==> src/rtl/mmio_pkg.sv <==
// Shared definitions for the MMIO router and its address decoder: FSM encoding,
// default device windows and a slot-index width helper.
package mmio_pkg;

  typedef enum logic [1:0] {
    ST_IDLE  = 2'd0,
    ST_ISSUE = 2'd1,
    ST_RESP  = 2'd2
  } state_e;

  localparam logic [63:0] DEV_RTC_BASE      = 64'h0000_0000_0200_BFF8;
  localparam logic [63:0] DEV_RTC_MASK      = ~64'h7;
  localparam logic [63:0] DEV_MTIMECMP_BASE = 64'h0000_0000_0200_4000;
  localparam logic [63:0] DEV_MTIMECMP_MASK = ~64'h7;

  // Bits needed to hold values 0..n-1, never less than 1.
  function automatic int idx_width(input int n);
    return (n <= 2) ? 1 : $clog2(n);
  endfunction

endpackage

==> src/rtl/mmio_addr_decode.sv <==
// Combinational base/mask window decoder; the lowest matching slot index wins.
module mmio_addr_decode
  import mmio_pkg::*;
#(
  parameter int ADDR_W = 64,
  parameter int NDEV   = 4,
  parameter int IDX_W  = idx_width(NDEV)
) (
  input  logic [ADDR_W-1:0]      addr,
  input  logic [NDEV*ADDR_W-1:0] dev_base,
  input  logic [NDEV*ADDR_W-1:0] dev_mask,
  output logic                   hit,
  output logic [NDEV-1:0]        sel,
  output logic [IDX_W-1:0]       idx
);

  // Scan from the top down so a lower matching slot overrides a higher one.
  always_comb begin
    hit = 1'b0;
    sel = '0;
    idx = '0;
    for (int k = NDEV - 1; k >= 0; k--) begin
      if ((addr & dev_mask[k*ADDR_W +: ADDR_W]) ==
          (dev_base[k*ADDR_W +: ADDR_W] & dev_mask[k*ADDR_W +: ADDR_W])) begin
        hit    = 1'b1;
        sel    = '0;
        sel[k] = 1'b1;
        idx    = IDX_W'(k);
      end
    end
  end

endmodule

==> src/rtl/mmio_router.sv <==
// MMIO front end: takes one start/req/ack request, decodes it to a device slot,
// runs a valid/ready access with timeout and returns data or an error.
module mmio_router
  import mmio_pkg::*;
#(
  parameter int                     ADDR_W   = 64,
  parameter int                     DATA_W   = 64,
  parameter int                     NDEV     = 4,
  parameter logic [NDEV*ADDR_W-1:0] DEV_BASE = '0,
  parameter logic [NDEV*ADDR_W-1:0] DEV_MASK = '1,
  parameter int                     TIMEOUT  = 255
) (
  input  logic                   clk,
  input  logic                   rst_n,
  input  logic                   start,
  input  logic                   ack,
  output logic                   req,
  input  logic                   ren,
  input  logic                   wen,
  input  logic [ADDR_W-1:0]      addr,
  input  logic [DATA_W-1:0]      wdata,
  input  logic [DATA_W/8-1:0]    wstrb,
  output logic [DATA_W-1:0]      rdata,
  output logic                   err,
  output logic [NDEV-1:0]        dev_valid,
  output logic                   dev_we,
  output logic [ADDR_W-1:0]      dev_addr,
  output logic [DATA_W-1:0]      dev_wdata,
  output logic [DATA_W/8-1:0]    dev_wstrb,
  input  logic [NDEV-1:0]        dev_ready,
  input  logic [NDEV*DATA_W-1:0] dev_rdata,
  output logic [1:0]             dbg_state
);

  localparam int IDX_W = idx_width(NDEV);
  localparam int CNT_W = idx_width(TIMEOUT);
  localparam logic [CNT_W-1:0] CNT_MAX = CNT_W'(TIMEOUT - 1);

  // Device handshake: an access to slot k is transferred in the cycle where
  // dev_valid[k] and dev_ready[k] are both 1; until then every dev_* output
  // stays stable. Requester side: req stays high until the cycle ack is seen.

  state_e              state_q, state_d;
  logic [CNT_W-1:0]    cnt_q, cnt_d;
  logic                err_q, err_d;
  logic [DATA_W-1:0]   rdata_q, rdata_d;
  logic [NDEV-1:0]     valid_q, valid_d;
  logic                we_q, we_d;
  logic [ADDR_W-1:0]   addr_q, addr_d;
  logic [DATA_W-1:0]   wdata_q, wdata_d;
  logic [DATA_W/8-1:0] wstrb_q, wstrb_d;
  logic [IDX_W-1:0]    idx_q, idx_d;

  logic                dec_hit;
  logic [NDEV-1:0]     dec_sel;
  logic [IDX_W-1:0]    dec_idx;
  logic [DATA_W-1:0]   slot_rdata;

  mmio_addr_decode #(
    .ADDR_W (ADDR_W),
    .NDEV   (NDEV),
    .IDX_W  (IDX_W)
  ) u_decode (
    .addr     (addr),
    .dev_base (DEV_BASE),
    .dev_mask (DEV_MASK),
    .hit      (dec_hit),
    .sel      (dec_sel),
    .idx      (dec_idx)
  );

  always_comb begin
    slot_rdata = '0;
    for (int k = 0; k < NDEV; k++) begin
      if (idx_q == IDX_W'(k)) slot_rdata = dev_rdata[k*DATA_W +: DATA_W];
    end
  end

  always_comb begin
    state_d = state_q;
    cnt_d   = cnt_q;
    err_d   = err_q;
    rdata_d = rdata_q;
    valid_d = valid_q;
    we_d    = we_q;
    addr_d  = addr_q;
    wdata_d = wdata_q;
    wstrb_d = wstrb_q;
    idx_d   = idx_q;
    case (state_q)
      ST_IDLE: begin
        if (start) begin
          addr_d  = addr;
          wdata_d = wdata;
          wstrb_d = wstrb;
          we_d    = wen;
          cnt_d   = '0;
          rdata_d = '0;
          err_d   = 1'b0;
          state_d = ST_RESP;
          if (ren && wen) begin
            err_d = 1'b1;
          end else if (!ren && !wen) begin
            err_d = 1'b0;
          end else if (wen && (wstrb == '0)) begin
            err_d = 1'b0;
          end else if (!dec_hit) begin
            err_d = 1'b1;
          end else begin
            valid_d = dec_sel;
            idx_d   = dec_idx;
            state_d = ST_ISSUE;
          end
        end
      end
      ST_ISSUE: begin
        // Only the ready bit of the slot being driven is looked at.
        if ((dev_ready & valid_q) != '0) begin
          rdata_d = we_q ? '0 : slot_rdata;
          err_d   = 1'b0;
          valid_d = '0;
          state_d = ST_RESP;
        end else if (cnt_q == CNT_MAX) begin
          rdata_d = '0;
          err_d   = 1'b1;
          valid_d = '0;
          state_d = ST_RESP;
        end else begin
          cnt_d = cnt_q + 1'b1;
        end
      end
      ST_RESP: begin
        if (ack) begin
          err_d   = 1'b0;
          rdata_d = '0;
          state_d = ST_IDLE;
        end
      end
      default: begin
        valid_d = '0;
        state_d = ST_IDLE;
      end
    endcase
  end

  always_ff @(posedge clk or negedge rst_n) begin
    if (!rst_n) begin
      state_q <= ST_IDLE;
      cnt_q   <= '0;
      err_q   <= 1'b0;
      rdata_q <= '0;
      valid_q <= '0;
      we_q    <= 1'b0;
      addr_q  <= '0;
      wdata_q <= '0;
      wstrb_q <= '0;
      idx_q   <= '0;
    end else begin
      state_q <= state_d;
      cnt_q   <= cnt_d;
      err_q   <= err_d;
      rdata_q <= rdata_d;
      valid_q <= valid_d;
      we_q    <= we_d;
      addr_q  <= addr_d;
      wdata_q <= wdata_d;
      wstrb_q <= wstrb_d;
      idx_q   <= idx_d;
    end
  end

  assign req       = (state_q == ST_RESP);
  assign err       = err_q;
  assign rdata     = rdata_q;
  assign dev_valid = valid_q;
  assign dev_we    = we_q;
  assign dev_addr  = addr_q;
  assign dev_wdata = wdata_q;
  assign dev_wstrb = wstrb_q;
  assign dbg_state = state_q;

endmodule
==> config.mk <==
export PLATFORM = sky130hd
export DESIGN_NAME = mmio_router
export DESIGN_NICKNAME = d
export VERILOG_FILES = /design/src/rtl/mmio_pkg.sv /design/src/rtl/mmio_addr_decode.sv /design/src/rtl/mmio_router.sv
export SDC_FILE = /design/constraint.sdc
export NUM_CORES = 1
export LEC_CHECK = 0
export ABC_AREA = 1
export BUFFER_PORTS_ARGS = -buffer_cell sky130_fd_sc_hd__buf_4
export CAP_MARGIN = 20
export CORE_AREA = 2 2 238 240
export CTS_BUF_LIST = sky130_fd_sc_hd__clkbuf_16
export DETAILED_ROUTE_END_ITERATION = 16
export DIE_AREA = 0 0 240 242
export HOLD_SLACK_MARGIN = 0.03
export MAX_ROUTING_LAYER = met4
export PLACE_DENSITY_LB_ADDON = 0.08
export SYNTH_ARGS = -nofsm -noshare
export SYNTH_HDL_FRONTEND = slang
export SYNTH_SLANG_ARGS = --single-unit
==> constraint.sdc <==
create_clock -name clk -period 3.7 [get_ports clk]
set_clock_uncertainty 0.15 [all_clocks]
set_input_delay 0.555 -clock clk [delete_from_list [all_inputs] [get_ports clk]]
set_output_delay 0.555 -clock clk [all_outputs]
set_load 0.03 [all_outputs]
==> results.toml, run 1 <==
[route]
wl_per_cell_um = 15.9
wl_um = 32200
antenna_left = 0
firstDrtPassIters = 4
drt_iter0_markers = 260
avgViaCountPerCell = 3.57
vias = 7216
drcViolationCount = 0

[worst_hold_path]
worstHoldPathType = "primary input to flop"

[floorplan]
die_area_um2 = 58100
io_pins = 611
rows = 87
initial_core_util_pct = 16.0
core_area_um2 = 55700
die_x_um = 240
die_h_um = 242

[placed_design]
place.detailed.hpwl_um = 23500
place_inst = 1923
gp_congestion = 0.685
io_buffers = 412

[global_routing]
grt_antenna_before_repair = 1
grt_pass1_wl_um = 48500
grt.total_usage_pct = 11.2
grt_overflow = 0
grt_max_degree = 103
grt_pass1_vias = 7619

[run_status]
run_status = "completed"

[final_layout]
syn_to_final_growth_pct = 60.4
layout-drive-gt1-share_pct = 50.1
fillCellCount = 6108
stdcell_count = 2020
seq_area_um2 = 5330
fin_nets = 1650
multi_input_area_um2 = 3220

[logic_synthesis]
syn_inst = 781
netlist_area_um2 = 8890
yosysSeqAreaShare_pct = 59.9
synth.avg_cell_area_um2 = 11.4
ys_ff_latch = 213
synth_warnings = 0
synthDistinctLibCells = 31

[setup_path]
critical_path.endpoint = "rdata[9]"
crit_family = "simple AND/OR/NAND/NOR gates"
start_kind = "flop"
reg2reg_from = "dbg_state[1]"
worstSetupPathType = "flop to flop"
r2r_slack_ns = 0.90
r2r_end = "rdata[9]"
crit_buf_inv = 3
critical_path_required_ns = 4.04
reg2reg_depth = 10
path_cells = "inv_1, ha_1, inv_1, a21oi_1, nand2_2, nand2_2, or2_4, buf_4, nand2_1, o21ai_1"
critPathMaxStageDelay_ns = 0.48
path_depth = 10
cp.arrival_ns = 3.14
critPathMaxFanout = 39
crit_start = "dbg_state[1]"
end_kind = "flop"
cp_slowest_cell = "or2_4"

[clock_network]
numCtsBuffers = 30
cts_sinks = 213
path_clk_slew_ns = 0.05
htree_num_levels = 1
ctsRootBufferMaster = "clkbuf_16"
clock_latency_ns = 0.56
clockBufferDepth = 3
cts_tree = "built"
post-cts-setup-buffers = 0
ctsHoldBuffers = 43
cts_resized = 0

[sta]
worst_pin_slew_ns = 0.757
setup_viol = 0
final-hold-violation-count = 0
fmax_mhz = 358
finalCriticalPeriod_ns = 2.80
relSlewSlack_pct = 49.5
fin_crit_sh_pct = 75.6
setup_tns_ns = 0
final_max_slew_viol_count = 0
rsz0062_at_grt = "false"

[power]
power_density_nw_per_um2 = 780
leakage_nw = 6.67
ir_drop_v = 0.000326

[job]
maxCapViolCount = 0
[placed cells by master (no fill, tap or decap), types with 2 or more instances in the layout]
cell,netlist,final
clkbuf_16,0,31
o21ai_1,29,29
buf_4,4,417
a21oi_1,5,5
ha_1,6,6
bufinv_16,0,4
nor2_1,57,57
clkinv_1,0,5
o21ai_0,22,22
clkinv_2,0,3
o21ai_2,35,35
conb_1,1,3
dfrtp_1,213,213
nand2_1,182,181
nand2_2,5,5
buf_12,0,6
dlygate4sd3_1,0,43
nand4_1,5,5
diode_2,0,2
inv_1,27,36
o31ai_1,2,2
nand3_1,15,15
mux2_2,123,123
nor3_1,4,4
[power breakdown]
| part | switching [W] | internal [W] | leakage (nW) | total (W) |
|---|---|---|---|---|
| sequential | 0.000408 | 0.00311 | 2.68 | 0.00351 |
| combinational | 0.00285 | 0.00191 | 3.49 | 0.00476 |
| clock | 0.00109 | 0.00176 | 0.506 | 0.00285 |
| total | 0.00435 | 0.00678 | 6.67 | 0.0111 |
[area by class of cell]
class / instances / share of cell area [%]
clock buffers: 31 / 5.44
inverters: 28 / 0.737
clock inverters: 21 / 1.32
diodes: 2 / 0.0351
repair buffers: 467 / 25.9
multi-input cells: 502 / 22.6
flip-flops and latches: 213 / 37.4
well taps: 756 / 6.63
[metal layers]
metal	share of wire, %	global-route usage (%)	vias to the layer above
li1	-	-	3500
met1	42	13.7	3413
met2	45	17.1	253
met3	10	4.35	50
met4	2.4	2.90	0
met5	0	-	-
[stage by stage]
stage	setup WS (ns)	utilization, %	cell area, um2	hold WS (ns)	power, W
3_3_place_gp	0.832	23.1	12900	0.319	0.00837
3_5_place_dp	0.849	23.1	12900	0.319	0.00837
5_1_grt	0.579	25.6	14300	0.0393	0.0118
2_1_floorplan	1.41	-	8900	0.109	0.00638
4_1_cts	0.831	25.6	14300	0.0302	0.0114
6_report	0.903	25.6	14300	0.0785	0.0111
[synthesized netlist by cell type (all sizes together)]
cell	n	area, um2
a21oi	5	25.0
a31o	1	8.76
a31oi	1	6.26
buf	22	188
clkbuf	18	67.6
conb	1	3.75
dfrtp	213	5330
ha	6	75.1
inv	28	105
mux2	123	1390
nand2	187	714
nand3	15	75.1
nand4	5	31.3
nor2	58	225
nor3	5	36.3
o21ai	86	562
o22ai	1	6.26
o31ai	2	15.0
or2	2	15.0
xnor2	1	8.76
xor2	1	8.76
[sequential cells by signal (all words and copies together), names as in the netlist]
name	flops
dev_addr	64
dev_valid	1
dev_we	1
rdata	64
dev_wdata	64
cnt_q	8
dbg_state	2
dev_wstrb	8
err	1
[logic make-up (layout without fill, tap and decap cells)]
kind of cell	count (synthesis)	after routing	share of synthesized area (%)
compound gates	96	96	7.01
xor+xnor	2	2	0.197
fa+ha+maj	6	6	0.844
buf+inv	68	547	4.05
flops	213	213	59.9
mux	123	123	15.6
other cells	1	5	0.0422
simple gates	272	272	12.3
[how the worst min path moves through the flow]
stage               startpoint            end  slack, ns  cells past startpoint
floorplan                rst_n       cnt_q[0]       0.11                      0
global placement      rdata[5]       rdata[5]       0.32                      2
detailed placement   rdata[40]      rdata[40]       0.32                      2
CTS                  wdata[51]  dev_wdata[51]       0.03                      2
global route          wdata[5]   dev_wdata[5]       0.04                      2
finish               wdata[42]  dev_wdata[42]       0.08                      2
No activity file was read; power rests on OpenSTA's default activity.
==> run 2, diff against run 1 <==
==> constraint.sdc (replaced) <==
create_clock -name clk -period 2.54 [get_ports clk]
set_clock_uncertainty 0.15 [all_clocks]
set_input_delay 0.381 -clock clk [delete_from_list [all_inputs] [get_ports clk]]
set_output_delay 0.381 -clock clk [all_outputs]
set_load 0.03 [all_outputs]
==> results.toml, run 2 (synthesized netlist as in run 1, its figures left out) <==
[setup_path]
start_kind = "flop"
r2r_slack_ns = 0.22
crit_buf_inv = 3
critPathMaxStageDelay_ns = 0.45
critPathMaxFanout = 46
worstSetupPathType = "flop to flop"
critical_path_required_ns = 2.85
cp_slowest_cell = "dfrtp_1"
crit_family = "simple AND/OR/NAND/NOR gates"
cp.arrival_ns = 2.64
end_kind = "flop"
path_cells = "inv_1, ha_1, nand2_1, o21ai_0, inv_1, nand2_2, or2_4, buf_12, nand2_1, o21ai_2"

[placed_design]
place.detailed.hpwl_um = 24500
gp_congestion = 0.694
pre_cts_slack_ns = 0.152
io_buffers = 412

[sta]
setup_tns_ns = 0
finalCriticalPeriod_ns = 2.32
worst_pin_slew_ns = 0.581
final-hold-violation-count = 0
fin_crit_sh_pct = 91.5
setup_viol = 0
setup_slack_ns = 0.215
rsz0062_at_grt = "false"
fmax_mhz = 430
final_max_slew_viol_count = 0
relSlewSlack_pct = 61.3

[power]
leakage_nw = 7.41
ir_drop_v = 0.000687
power_density_nw_per_um2 = 1050

[clock_network]
cts_tree = "built"
htree_num_levels = 1
post-cts-setup-buffers = 0
clockBufferDepth = 3
ctsRootBufferMaster = "clkbuf_16"
cts_resized = 0
numCtsBuffers = 30
path_clk_slew_ns = 0.06
cts_sinks = 213
clock_latency_ns = 0.57

[route]
antenna_left = 0
drcViolationCount = 0
wl_um = 33800
wl_per_cell_um = 15.4
vias = 7899
firstDrtPassIters = 4
avgViaCountPerCell = 3.61
drt_iter0_markers = 326

[worst_hold_path]
worstHoldPathType = "primary input to flop"

[run_status]
run_status = "completed"

[floorplan]
die_x_um = 240
io_pins = 611
die_area_um2 = 58100
initial_core_util_pct = 16.0
rows = 87
die_h_um = 242
core_area_um2 = 55700

[global_routing]
grt_pass1_wl_um = 51000
grt_antenna_before_repair = 1
grt_max_degree = 52
grt_overflow = 0
grt.total_usage_pct = 11.6
grt_pass1_vias = 8418

[job]
maxCapViolCount = 0

[final_layout]
mostFrequentLayoutCell = "buf_4"
fin_nets = 1818
final_cell_mix = "421 x buf_4, 213 x dfrtp_1, 202 x dlygate4sd3_1"
layout-drive-gt1-share_pct = 45.1
syn_to_final_growth_pct = 80.2
==> run 2: per-stage QoR <==
stage                     util, %  total power (W)  cell area, um2  instances  hold WS [ns]
after floorplan                 -          0.00930            8900        783       -0.0646
after global placement       23.3           0.0123           13000       1931         0.190
after detailed placement     23.3           0.0123           13000       1931         0.182
after CTS                    28.7           0.0171           16000       2189        0.0728
after global routing         28.8           0.0177           16000       2191         0.159
final                        28.8           0.0168           16000       2191         0.105
==> run 2: cell type report <==
type | instances | area [um2]
well taps | 756 | 946
repair buffers | 634 | 5400
clock buffers | 31 | 776
flip-flops and latches | 213 | 5330
multi-input cells | 503 | 3220
inverters | 28 | 105
diodes | 1 | 2.50
clock inverters | 25 | 245
fillers | 5968 | 39700
==> run 2: worst min-delay path: cells and delay by family <==
kind                   cells  cell delay, ns
AOI/OAI and AO/OA          1            0.08
buffers and inverters      1            0.09
and+or+nand+nor            4            0.24
==> run 2: repair_timing <==
action,in CTS,in global routing
endpoints found under the setup margin,0,43
hold endpoints to repair,341,0
hold buffers,202,0
==> run 2: power breakdown <==
| part | switching [W] | leakage (nW) | internal (W) | total (W) |
|---|---|---|---|---|
| clock | 0.00170 | 0.522 | 0.00270 | 0.00440 |
| sequential | 0.000586 | 2.68 | 0.00452 | 0.00511 |
| combinational | 0.00426 | 4.21 | 0.00300 | 0.00726 |
==> run 2: path summary, 6_finish.rpt <==
check,from,endpoint,cells past startpoint
worst max-delay path,dbg_state[0],rdata[33],10
worst min-delay path,dev_ready[0],err,6
worst max register to register,dbg_state[0],rdata[33],10
worst min register to register,rdata[35],rdata[35],2
max in group asynchronous,rst_n,rdata[40],3
min in group asynchronous,rst_n,rdata[14],2
==> run 2: metal layers <==
metal	up-vias	global-route usage, %	wire, um
met4	0	2.92	576
li1	3852	-	-
met2	279	18.3	15600
met3	38	4.01	3130
met1	3730	14.2	14500
met5	-	-	0
==> run 3, diff against run 2 <==
--- a/config.mk
+++ b/config.mk
@@ -14,7 +14,7 @@
 export DIE_AREA = 0 0 240 242
 export HOLD_SLACK_MARGIN = 0.03
 export MAX_ROUTING_LAYER = met4
-export PLACE_DENSITY_LB_ADDON = 0.08
+export PLACE_DENSITY_LB_ADDON = 0.05
 export SYNTH_ARGS = -nofsm -noshare
 export SYNTH_HDL_FRONTEND = slang
 export SYNTH_SLANG_ARGS = --single-unit
==> results.toml, run 3 (synthesized netlist as in run 1, its figures left out) <==
[route]
wl_um = 34200
wl_per_cell_um = 15.6
firstDrtPassIters = 4
avgViaCountPerCell = 3.59
drt_iter0_markers = 245
drcViolationCount = 0
antenna_left = 0
vias = 7866

[job]
maxCapViolCount = 0

[placed_design]
io_buffers = 412
pre_cts_slack_ns = 0.254
place.detailed.hpwl_um = 24900
post_dp_cell_area_um2 = 13000
gp_congestion = 0.700

[floorplan]
die_h_um = 242
rows = 87
initial_core_util_pct = 16.0
io_pins = 611
die_area_um2 = 58100
core_area_um2 = 55700
die_x_um = 240

[sta]
setup_viol = 0
rsz0062_at_grt = "false"
fin_crit_sh_pct = 90.1
final_max_slew_viol_count = 0
relSlewSlack_pct = 62.3
finalCriticalPeriod_ns = 2.29
fmax_mhz = 437
setup_slack_ns = 0.253
worst_pin_slew_ns = 0.566
final-hold-violation-count = 0
holdWs_ns = 0.0919
setup_tns_ns = 0

[global_routing]
grt_overflow = 0
grt_pass1_wl_um = 52400
grt_pass1_vias = 8653
grt_antenna_before_repair = 6
grt_max_degree = 94
grt.total_usage_pct = 12.0

[clock_network]
clockBufferDepth = 3
htree_num_levels = 1
numCtsBuffers = 30
path_clk_slew_ns = 0.06
clock_latency_ns = 0.58
cts_sinks = 213
cts_resized = 0
ctsRootBufferMaster = "clkbuf_16"
cts_tree = "built"

[setup_path]
path_cells = "inv_1, ha_1, nand2_4, o21ai_0, o21ai_0, inv_1, nand2_2, inv_1, nand2_1, xor2_1, nor2_1"
r2r_end = "cnt_q[2]"
cpMostUsedCell = "inv_1"
cp.arrival_ns = 2.65
r2r_slack_ns = 0.25
reg2reg_depth = 11
critical_path_required_ns = 2.90
critPathMaxStageDelay_ns = 0.39
worstSetupPathType = "flop to flop"
critPathMaxFanout = 11
cp_slowest_cell = "dfrtp_1"
end_kind = "flop"
reg2reg_from = "dbg_state[0]"
start_kind = "flop"

[worst_hold_path]
min_to = "dev_wstrb[7]"
worstHoldPathType = "primary input to flop"
min_path_cells = 4
hp-start = "start"

[final_layout]
stdcell_area_um2 = 15900
fin_util_pct = 28.5
final_cell_mix = "419 x buf_4, 213 x dfrtp_1, 202 x dlygate4sd3_1"
layout-drive-gt1-share_pct = 44.9
syn_to_final_growth_pct = 78.6
mostFrequentLayoutCell = "buf_4"
fin_nets = 1815

[power]
switching_share_pct = 40.2
power_density_nw_per_um2 = 1020
leakage_nw = 7.34
power_frac_clock_pct = 23.7
power_switching_w = 0.00651
ir_drop_v = 0.000537
pwr-share-seq_pct = 31.5
internal_power_w = 0.00970
pwr-share-comb_pct = 44.8

[run_status]
run_status = "completed"
run 3: changes by cell type in the layout (fill, tap and decap cells not counted):
cell       previous run  this run
or2_2                 2         1
diode_2               1         6
clkinv_2              5        10
clkinv_4              2         0
clkinv_1              6         8
buf_4               421       419
bufinv_16             5         0
run 3: routing by layer:
| layer | global-route usage, % | up-vias | share of wire (%) |
|---|---|---|---|
| met5 | - | - | 0 |
| met4 | 3.25 | 0 | 2.1 |
| met3 | 4.12 | 48 | 9.2 |
| met2 | 18.7 | 259 | 45 |
| met1 | 14.7 | 3704 | 44 |
| li1 | - | 3855 | - |
run 3: repair_timing:
item                                   4_1_cts  5_1_grt
hold buffers                               202        0
endpoints found under the hold margin      278        0
buffers inserted                             0        0
run 3: power groups by stage:
stage	clock [W]	sequential, W	combinational [W]
floorplan	0	0.00737	0.00192
global placement	0	0.00511	0.00719
detailed placement	0	0.00514	0.00715
CTS	0.00406	0.00511	0.00742
global route	0.00420	0.00526	0.00772
finish	0.00385	0.00511	0.00726
run 3: critical path: cells and delay by family, from the launching register on:
kind,cells,cell delay [ns]
AO/OA/AOI/OAI,2,0.28
XOR/XNOR,1,0.14
adder cells (fa/ha/maj),1,0.34
buffers and inverters,3,0.39
flip-flops,1,0.39
AND/OR/NAND/NOR,4,0.52
run 3: worst max path at each step:
stage / slack [ns] / to / cells past startpoint / startpoint
6_report: 0.25 / cnt_q[2] / 11 / dbg_state[0]
5_1_grt: 0.01 / cnt_q[2] / 11 / dbg_state[0]
4_1_cts: 0.23 / cnt_q[2] / 11 / dbg_state[0]
3_5_place_dp: 0.25 / cnt_q[2] / 11 / dbg_state[0]
3_3_place_gp: 0.24 / cnt_q[2] / 11 / dbg_state[0]
2_1_floorplan: 0.25 / rdata[0] / 12 / dbg_state[1]
run 3: cell type report:
class / count / area [um2]
tap: 756 / 946
antenna: 6 / 15.0
multi-input combinational: 502 / 3220
clock buffer: 31 / 776
timing repair buffer: 632 / 5380
sequential: 213 / 5330
clock inverter: 25 / 110
fill: 6008 / 39900
inverter: 28 / 105
run 3: per-stage QoR:
step                      total power (W)  std cells
after CTS                          0.0166       2187
after detailed placement           0.0123       1929
after global placement             0.0123       1929
after floorplan                   0.00930        783
final                              0.0162       2193
after global routing               0.0172       2193
